File: config.mk
export PLATFORM = sky130hd
export DESIGN_NAME = uart_msg_arbiter_flat
export DESIGN_NICKNAME = d
export VERILOG_FILES = /design/src/rtl/uart_msg_arbiter_if.sv /design/src/rtl/uart_msg_arbiter.sv /design/src/flat_wrapper.sv
export SDC_FILE = /design/constraint.sdc
export NUM_CORES = 1
export LEC_CHECK = 0
export CORE_MARGIN = 1
export CORE_UTILIZATION = 45
export CTS_CLUSTER_DIAMETER = 100
export DETAILED_ROUTE_END_ITERATION = 6
export GPL_TIMING_DRIVEN = 0
export PLACE_DENSITY = 0.87
export SLEW_MARGIN = 30
export SYNTH_ARGS = -nofsm -noshare
export SYNTH_HDL_FRONTEND = slang
export SYNTH_SLANG_ARGS = --single-unit
File: constraint.sdc
create_clock -name clk -period 2.55 [get_ports clk]
set_clock_uncertainty 0.05 [all_clocks]
set_input_delay 0.3825 -clock clk [delete_from_list [all_inputs] [get_ports clk]]
set_output_delay 0.3825 -clock clk [all_outputs]
set_load 0.02 [all_outputs]
File: src/rtl/uart_msg_arbiter_if.sv
// Requester/ROM/UART bundle around uart_msg_arbiter.
// abort/aborted exist only when UART_ARB_ABORT_EN is defined.
interface uart_msg_arbiter_if #(
    parameter int NUM_REQ    = 4,
    parameter int ADDR_WIDTH = 8
);
    localparam int GW = $clog2(NUM_REQ);

    logic [NUM_REQ-1:0]            req;
    logic [NUM_REQ*ADDR_WIDTH-1:0] base_addr;
    logic [ADDR_WIDTH-1:0]         rom_addr;
    logic [7:0]                    rom_data;
    logic                          tx_full;
    logic                          wr;
    logic [7:0]                    w_data;
    logic                          busy;
    logic [GW-1:0]                 grant_id;
    logic                          done;
`ifdef UART_ARB_ABORT_EN
    logic                          abort;
    logic                          aborted;

    modport master (output req, base_addr, rom_data, tx_full, abort,
                    input  rom_addr, wr, w_data, busy, grant_id, done, aborted);
    modport slave  (input  req, base_addr, rom_data, tx_full, abort,
                    output rom_addr, wr, w_data, busy, grant_id, done, aborted);
`else
    modport master (output req, base_addr, rom_data, tx_full,
                    input  rom_addr, wr, w_data, busy, grant_id, done);
    modport slave  (input  req, base_addr, rom_data, tx_full,
                    output rom_addr, wr, w_data, busy, grant_id, done);
`endif
endinterface

File: src/rtl/uart_msg_arbiter.sv
// Round-robin arbiter streaming zero-terminated ROM messages into a UART TX port.
// Define UART_ARB_ABORT_EN to add the abort/aborted handshake.
module uart_msg_arbiter #(
    parameter int NUM_REQ    = 4,
    parameter int ADDR_WIDTH = 8,
    parameter int MAX_LEN    = 255
) (
    input  logic              clk,
    input  logic              reset_n,
    uart_msg_arbiter_if.slave bus
);
    localparam int GW = $clog2(NUM_REQ);
    localparam int CW = $clog2(MAX_LEN + 1);

    typedef enum logic [2:0] {IDLE, FETCH, DATA, SEND, DONE} state_t;

    state_t                state, state_nxt;
    logic [NUM_REQ-1:0]    pending, grant_mask;
    logic [GW-1:0]         rr_ptr, winner, grant_id;
    logic [GW:0]           cand;
    logic [ADDR_WIDTH-1:0] rom_addr;
    logic [7:0]            w_data;
    logic [CW-1:0]         byte_cnt;
    logic                  grant, term, wr, abort_hit;

`ifdef UART_ARB_ABORT_EN
    logic aborted;

    assign abort_hit   = bus.abort && (state == FETCH || state == DATA || state == SEND);
    assign bus.aborted = aborted;

    always_ff @(posedge clk or negedge reset_n) begin
        if (!reset_n) aborted <= 1'b0;
        else          aborted <= abort_hit;
    end
`else
    assign abort_hit = 1'b0;
`endif

    // Scan downwards so the lowest offset from rr_ptr wins.
    always_comb begin
        winner = '0;
        cand   = '0;
        for (int k = NUM_REQ - 1; k >= 0; k--) begin
            cand = {1'b0, rr_ptr} + (GW+1)'(k);
            if (cand >= (GW+1)'(NUM_REQ)) cand = cand - (GW+1)'(NUM_REQ);
            if (pending[cand[GW-1:0]]) winner = cand[GW-1:0];
        end
    end

    assign grant      = (state == IDLE) && (|pending);
    assign grant_mask = grant ? (NUM_REQ'(1) << winner) : '0;
    assign term       = (bus.rom_data == 8'h00) || (byte_cnt == CW'(MAX_LEN));

    always_comb begin
        state_nxt = state;
        wr        = 1'b0;
        case (state)
            IDLE:    if (|pending) state_nxt = FETCH;
            FETCH:   state_nxt = DATA;
            DATA:    state_nxt = term ? DONE : SEND;
            SEND:    if (!bus.tx_full) begin
                         wr        = 1'b1;
                         state_nxt = FETCH;
                     end
            DONE:    state_nxt = IDLE;
            default: state_nxt = IDLE;
        endcase
        if (abort_hit) begin
            wr        = 1'b0;
            state_nxt = DONE;
        end
    end

    // A req coinciding with its own grant re-queues the message.
    always_ff @(posedge clk or negedge reset_n) begin
        if (!reset_n) pending <= '0;
        else          pending <= (pending & ~grant_mask) | bus.req;
    end

    always_ff @(posedge clk or negedge reset_n) begin
        if (!reset_n) begin
            state    <= IDLE;
            rr_ptr   <= '0;
            grant_id <= '0;
            rom_addr <= '0;
            w_data   <= '0;
            byte_cnt <= '0;
        end else begin
            state <= state_nxt;
            if (grant) begin
                grant_id <= winner;
                rom_addr <= bus.base_addr[winner*ADDR_WIDTH +: ADDR_WIDTH];
                byte_cnt <= '0;
            end
            if (state == DATA && state_nxt == SEND) w_data <= bus.rom_data;
            if (wr) begin
                rom_addr <= rom_addr + 1'b1;
                byte_cnt <= byte_cnt + 1'b1;
            end
            if (state == DONE)
                rr_ptr <= (grant_id == GW'(NUM_REQ - 1)) ? '0 : grant_id + 1'b1;
        end
    end

    assign bus.rom_addr = rom_addr;
    assign bus.w_data   = w_data;
    assign bus.wr       = wr;
    assign bus.busy     = (state != IDLE);
    assign bus.grant_id = grant_id;
    assign bus.done     = (state == DONE);
endmodule
File: src/flat_wrapper.sv
// flat-port wrapper written by rule: the top's interface ports become plain ports
module uart_msg_arbiter_flat 
#(
    parameter int NUM_REQ    = 4,
    parameter int ADDR_WIDTH = 8,
    parameter int MAX_LEN    = 255
)
  (clk, reset_n, bus_req, bus_base_addr, bus_rom_data, bus_tx_full, bus_rom_addr, bus_wr, bus_w_data, bus_busy, bus_grant_id, bus_done);
  uart_msg_arbiter_if #(.NUM_REQ(NUM_REQ), .ADDR_WIDTH(ADDR_WIDTH)) bus_i ();
  input  logic clk;
  input  logic reset_n;
  input wire logic [$bits(bus_i.req)-1:0] bus_req;
  input wire logic [$bits(bus_i.base_addr)-1:0] bus_base_addr;
  input wire logic [$bits(bus_i.rom_data)-1:0] bus_rom_data;
  input wire logic [$bits(bus_i.tx_full)-1:0] bus_tx_full;
  output wire logic [$bits(bus_i.rom_addr)-1:0] bus_rom_addr;
  output wire logic [$bits(bus_i.wr)-1:0] bus_wr;
  output wire logic [$bits(bus_i.w_data)-1:0] bus_w_data;
  output wire logic [$bits(bus_i.busy)-1:0] bus_busy;
  output wire logic [$bits(bus_i.grant_id)-1:0] bus_grant_id;
  output wire logic [$bits(bus_i.done)-1:0] bus_done;
  assign bus_i.req = bus_req;
  assign bus_i.base_addr = bus_base_addr;
  assign bus_i.rom_data = bus_rom_data;
  assign bus_i.tx_full = bus_tx_full;
  assign bus_rom_addr = bus_i.rom_addr;
  assign bus_wr = bus_i.wr;
  assign bus_w_data = bus_i.w_data;
  assign bus_busy = bus_i.busy;
  assign bus_grant_id = bus_i.grant_id;
  assign bus_done = bus_i.done;
  uart_msg_arbiter #(.NUM_REQ(NUM_REQ), .ADDR_WIDTH(ADDR_WIDTH), .MAX_LEN(MAX_LEN)) u_core (.clk(clk), .reset_n(reset_n), .bus(bus_i));
endmodule
==> summary.md, run 1 <==
| Metric | Value |
|---|---|
| Initial core utilization | 0.466 |
| Status | complete, but fails checks |
| Num CTS Buffers | 5 |
| Largest net degree at the start of global routing | 25 |
| Sequential-to-total area share from yosys stat | 0.432 |
| Clock transition at path regs | 0.07 ns |
| # setup viols final | 0 |
| Die height | 69.1 um |
| ANT nets after route | 0 |
| Multi-input gate area | 1090 um2 |
| FF-to-FF path depth | 5 |
| Skew-Pair Late Insertion Delay | 0.29 ns |
| Average size of a mapped cell | 10.1 um2 |
| Crit path DAT | 1.94 ns |
| Hold Path Class | flip-flop to flip-flop |
| Non-Filler Instances | 328 |
| Share of the synthesized area in the top cell type | 0.432 |
| FP Rows | 24 |
| First-pass GRT wire length | 8.99 mm |
| DR pass1 iterations | 6 |
| Worst setup margin | 0.178 ns |
| DR vias/cell | 5.77 |
| Critical path class | flip-flop to output pin |
| Syn nets | 251 |
| Tcrit/Tclk final | 0.930 |
| FF-to-FF setup slack | 0.25 ns |
| GPL Wtd Cong | 0.837 |
| FF+latch count, synth | 35 |
| CTS tree | built |
| Root Buffer Master | clkbuf_8 |
| Reg2reg start | u_core.byte_cnt[0]$_DFFE_PN0P_ |
| Post-DP HPWL | 3.98 mm |
| Fraction of registers with async set/reset | 1.00 |
| Yosys top cell by area | dfrtp_1 |
| RSZ-0062 raised after global routing | no |
| I/O Buffers | 67 |
| Layout cells sized above 1 | 0.134 |
| Total power | 2.76 mW |
| Final worst path period need | 2.37 ns |
| Post-synth cell types | 51 |
| Hold wc startpoint | u_core.bus.w_data[1]$_DFFE_PN0P_ |
| Worst-Margin Slew | 0.642 ns |
| Placed Cells | 321 |
| Leading cell types in the layout, fill and taps excluded | clkdlybuf4s50_1, dfrtp_1, o21ai_0 |
| Die width | 69.1 um |
| Post-CTS setup buffers | 0 |
| Fin nets | 325 |
| Post-route DRC | 1 |
| Utilization after layout | 0.668 |
| Power per cell area | 949 nW/um2 |
| FMAX | 422 MHz |
| Filler cells | 362 |
| Reg area | 876 um2 |
| Final hold viol count | 0 |
| Warnings, synthesis | 0 |
| WHS Endpoint | u_core.bus.w_data[1]$_DFFE_PN0P_ |
| Via count | 1893 |
| FF-to-FF End | u_core.bus.w_data[3]$_DFFE_PN0P_ |
| Top FF cell, synth | dfrtp_1 |
| WP data required | 2.12 ns |
| Grt ovf | 0 |
| CTS H-Tree Depth | 2 |
| Most common cell after layout, fill and taps aside | clkdlybuf4s50_1 |
| Diode count | 0 |
| Initial DRC Count | 107 |
| Core Area | 4350 um2 |
| Max-slew violations | 0 |
| Post-placement setup slack | -0.0992 ns |
| EDFF count, synth | 0 |
| Area added between synthesis and finish | 43.6% |
| Cells after synthesis | 201 |
| Startpoint Class | flip-flop |
| Die area | 4780 um2 |
| Io pins | 68 |
| Crit end category | output pin |
| Clock tree buffer depth | 2 |
| Maximum vdd drop | 677 uV |
| WL final | 5.30 mm |
| Maxcap violations | 0 |
| Static Leak | 1.22 nW |
| Synth area leaders | dfrtp_1, mux2_2, o21ai_0, mux2i_1, nand2_1 |
| Clock Sinks | 35 |
| Worst hold margin | 0.460 ns |
| GRT Overall Usage | 0.244 |
| Synthesized area | 2030 um2 |
| Vias in the first global route | 1911 |
| Initial antenna violation count | 0 |
| WL/cell | 16.2 um |
| Max-slew headroom | 0.570 |
| Failing checks | DRC |
| CP max FO | 13 |
| Hold path cells | 1 |
==> per-stage QoR <==
| stage | TNS [ns] | area (um2) |
|---|---|---|
| 2_1_floorplan | 0 | 2030 |
| 3_3_place_gp | -0.140 | 2760 |
| 3_5_place_dp | -0.0992 | 2790 |
| 4_1_cts | 0 | 2910 |
| 5_1_grt | 0 | 2910 |
| 6_report | 0 | 2910 |
==> cell usage after synthesis (3+ instances only) <==
cell type / n
nand4_1: 4
nor3_1: 5
nor4_1: 3
inv_1: 10
mux2_2: 9
mux2i_1: 7
ha_1: 3
and3_1: 3
a21o_1: 3
o21ai_0: 19
a21oi_1: 9
a211oi_1: 5
clkbuf_1: 4
dfrtp_1: 35
nor2_1: 8
nand2_1: 17
a2111oi_0: 4
nand3_1: 6
nor3b_1: 4
==> per-layer routing <==
metal / track usage / share of wire
met2: 0.397 / 0.50
met5: 0 / 0
met3: 0.0775 / 0.061
met4: 0.116 / 0.022
met1: 0.291 / 0.42
==> final cells by class <==
type                            instances  share of cell area
Multi-Input combinational cell        150               0.376
Clock inverter                          2              0.0120
Buffer                                  4             0.00602
Sequential cell                        35               0.301
Clock buffer                            6              0.0284
Timing Repair Buffer                   69               0.242
Inverter                               10              0.0129
Tap cell                               52              0.0224
==> sequential cells by signal, indices dropped and copies added, names as in the netlist <==
| name | flops |
|---|---|
| u_core.rr_ptr | 2 |
| u_core.state | 3 |
| u_core.bus.w_data | 8 |
| u_core.bus.grant_id | 2 |
| u_core.pending | 4 |
| u_core.bus.rom_addr | 8 |
| u_core.byte_cnt | 8 |
==> worst max-delay path: stages, from the launching register on <==
cell,delay (ns)
dfrtp_1,0.47
nand4bb_1,0.30
inv_2,0.23
clkdlybuf4s50_1,0.65
==> what timing repair did <==
action	CTS	global route
hold buffers	1	0
pin swaps	0	0
setup endpoints to repair	2	1
resized for setup	2	0
hold endpoints to repair	11	0
==> power by group <==
part / leakage [nW] / switching [mW] / internal [mW] / total [mW]
logic: 0.734 / 0.670 / 0.642 / 1.31
clock network: 0.0612 / 0.202 / 0.316 / 0.518
registers: 0.420 / 0.197 / 0.735 / 0.932
==> worst max path at each step <==
stage                                               from                          endpoint  slack [ns]
after floorplan           u_core.byte_cnt[0]$_DFFE_PN0P_  u_core.bus.w_data[0]$_DFFE_PN0P_        0.52
after global placement                       bus_tx_full                            bus_wr       -0.14
after detailed placement                     bus_tx_full                            bus_wr        -0.1
after CTS                      u_core.state[0]$_DFF_PN0_                            bus_wr        0.08
after global routing           u_core.state[2]$_DFF_PN0_                            bus_wr        0.06
final                          u_core.state[2]$_DFF_PN0_                            bus_wr        0.18
==> logic make-up after synthesis <==
family | after synthesis | synth area share
fa+ha+maj | 3 | 0.0185
xor+xnor | 1 | 0.00432
mux | 17 | 0.0901
compound gates | 60 | 0.217
simple gates | 69 | 0.207
flops | 35 | 0.432
buf+inv | 16 | 0.0309
(Power assumes the default switching activity.)
==> run 2, diff against run 1 <==
--- a/config.mk
+++ b/config.mk
@@ -5,7 +5,6 @@
 export SDC_FILE = /design/constraint.sdc
 export NUM_CORES = 1
 export LEC_CHECK = 0
-export CORE_MARGIN = 1
 export CORE_UTILIZATION = 45
 export CTS_CLUSTER_DIAMETER = 100
 export DETAILED_ROUTE_END_ITERATION = 6
==> results of run 2 <==
Final layout, timing and power as in run 1 (identical DEF).
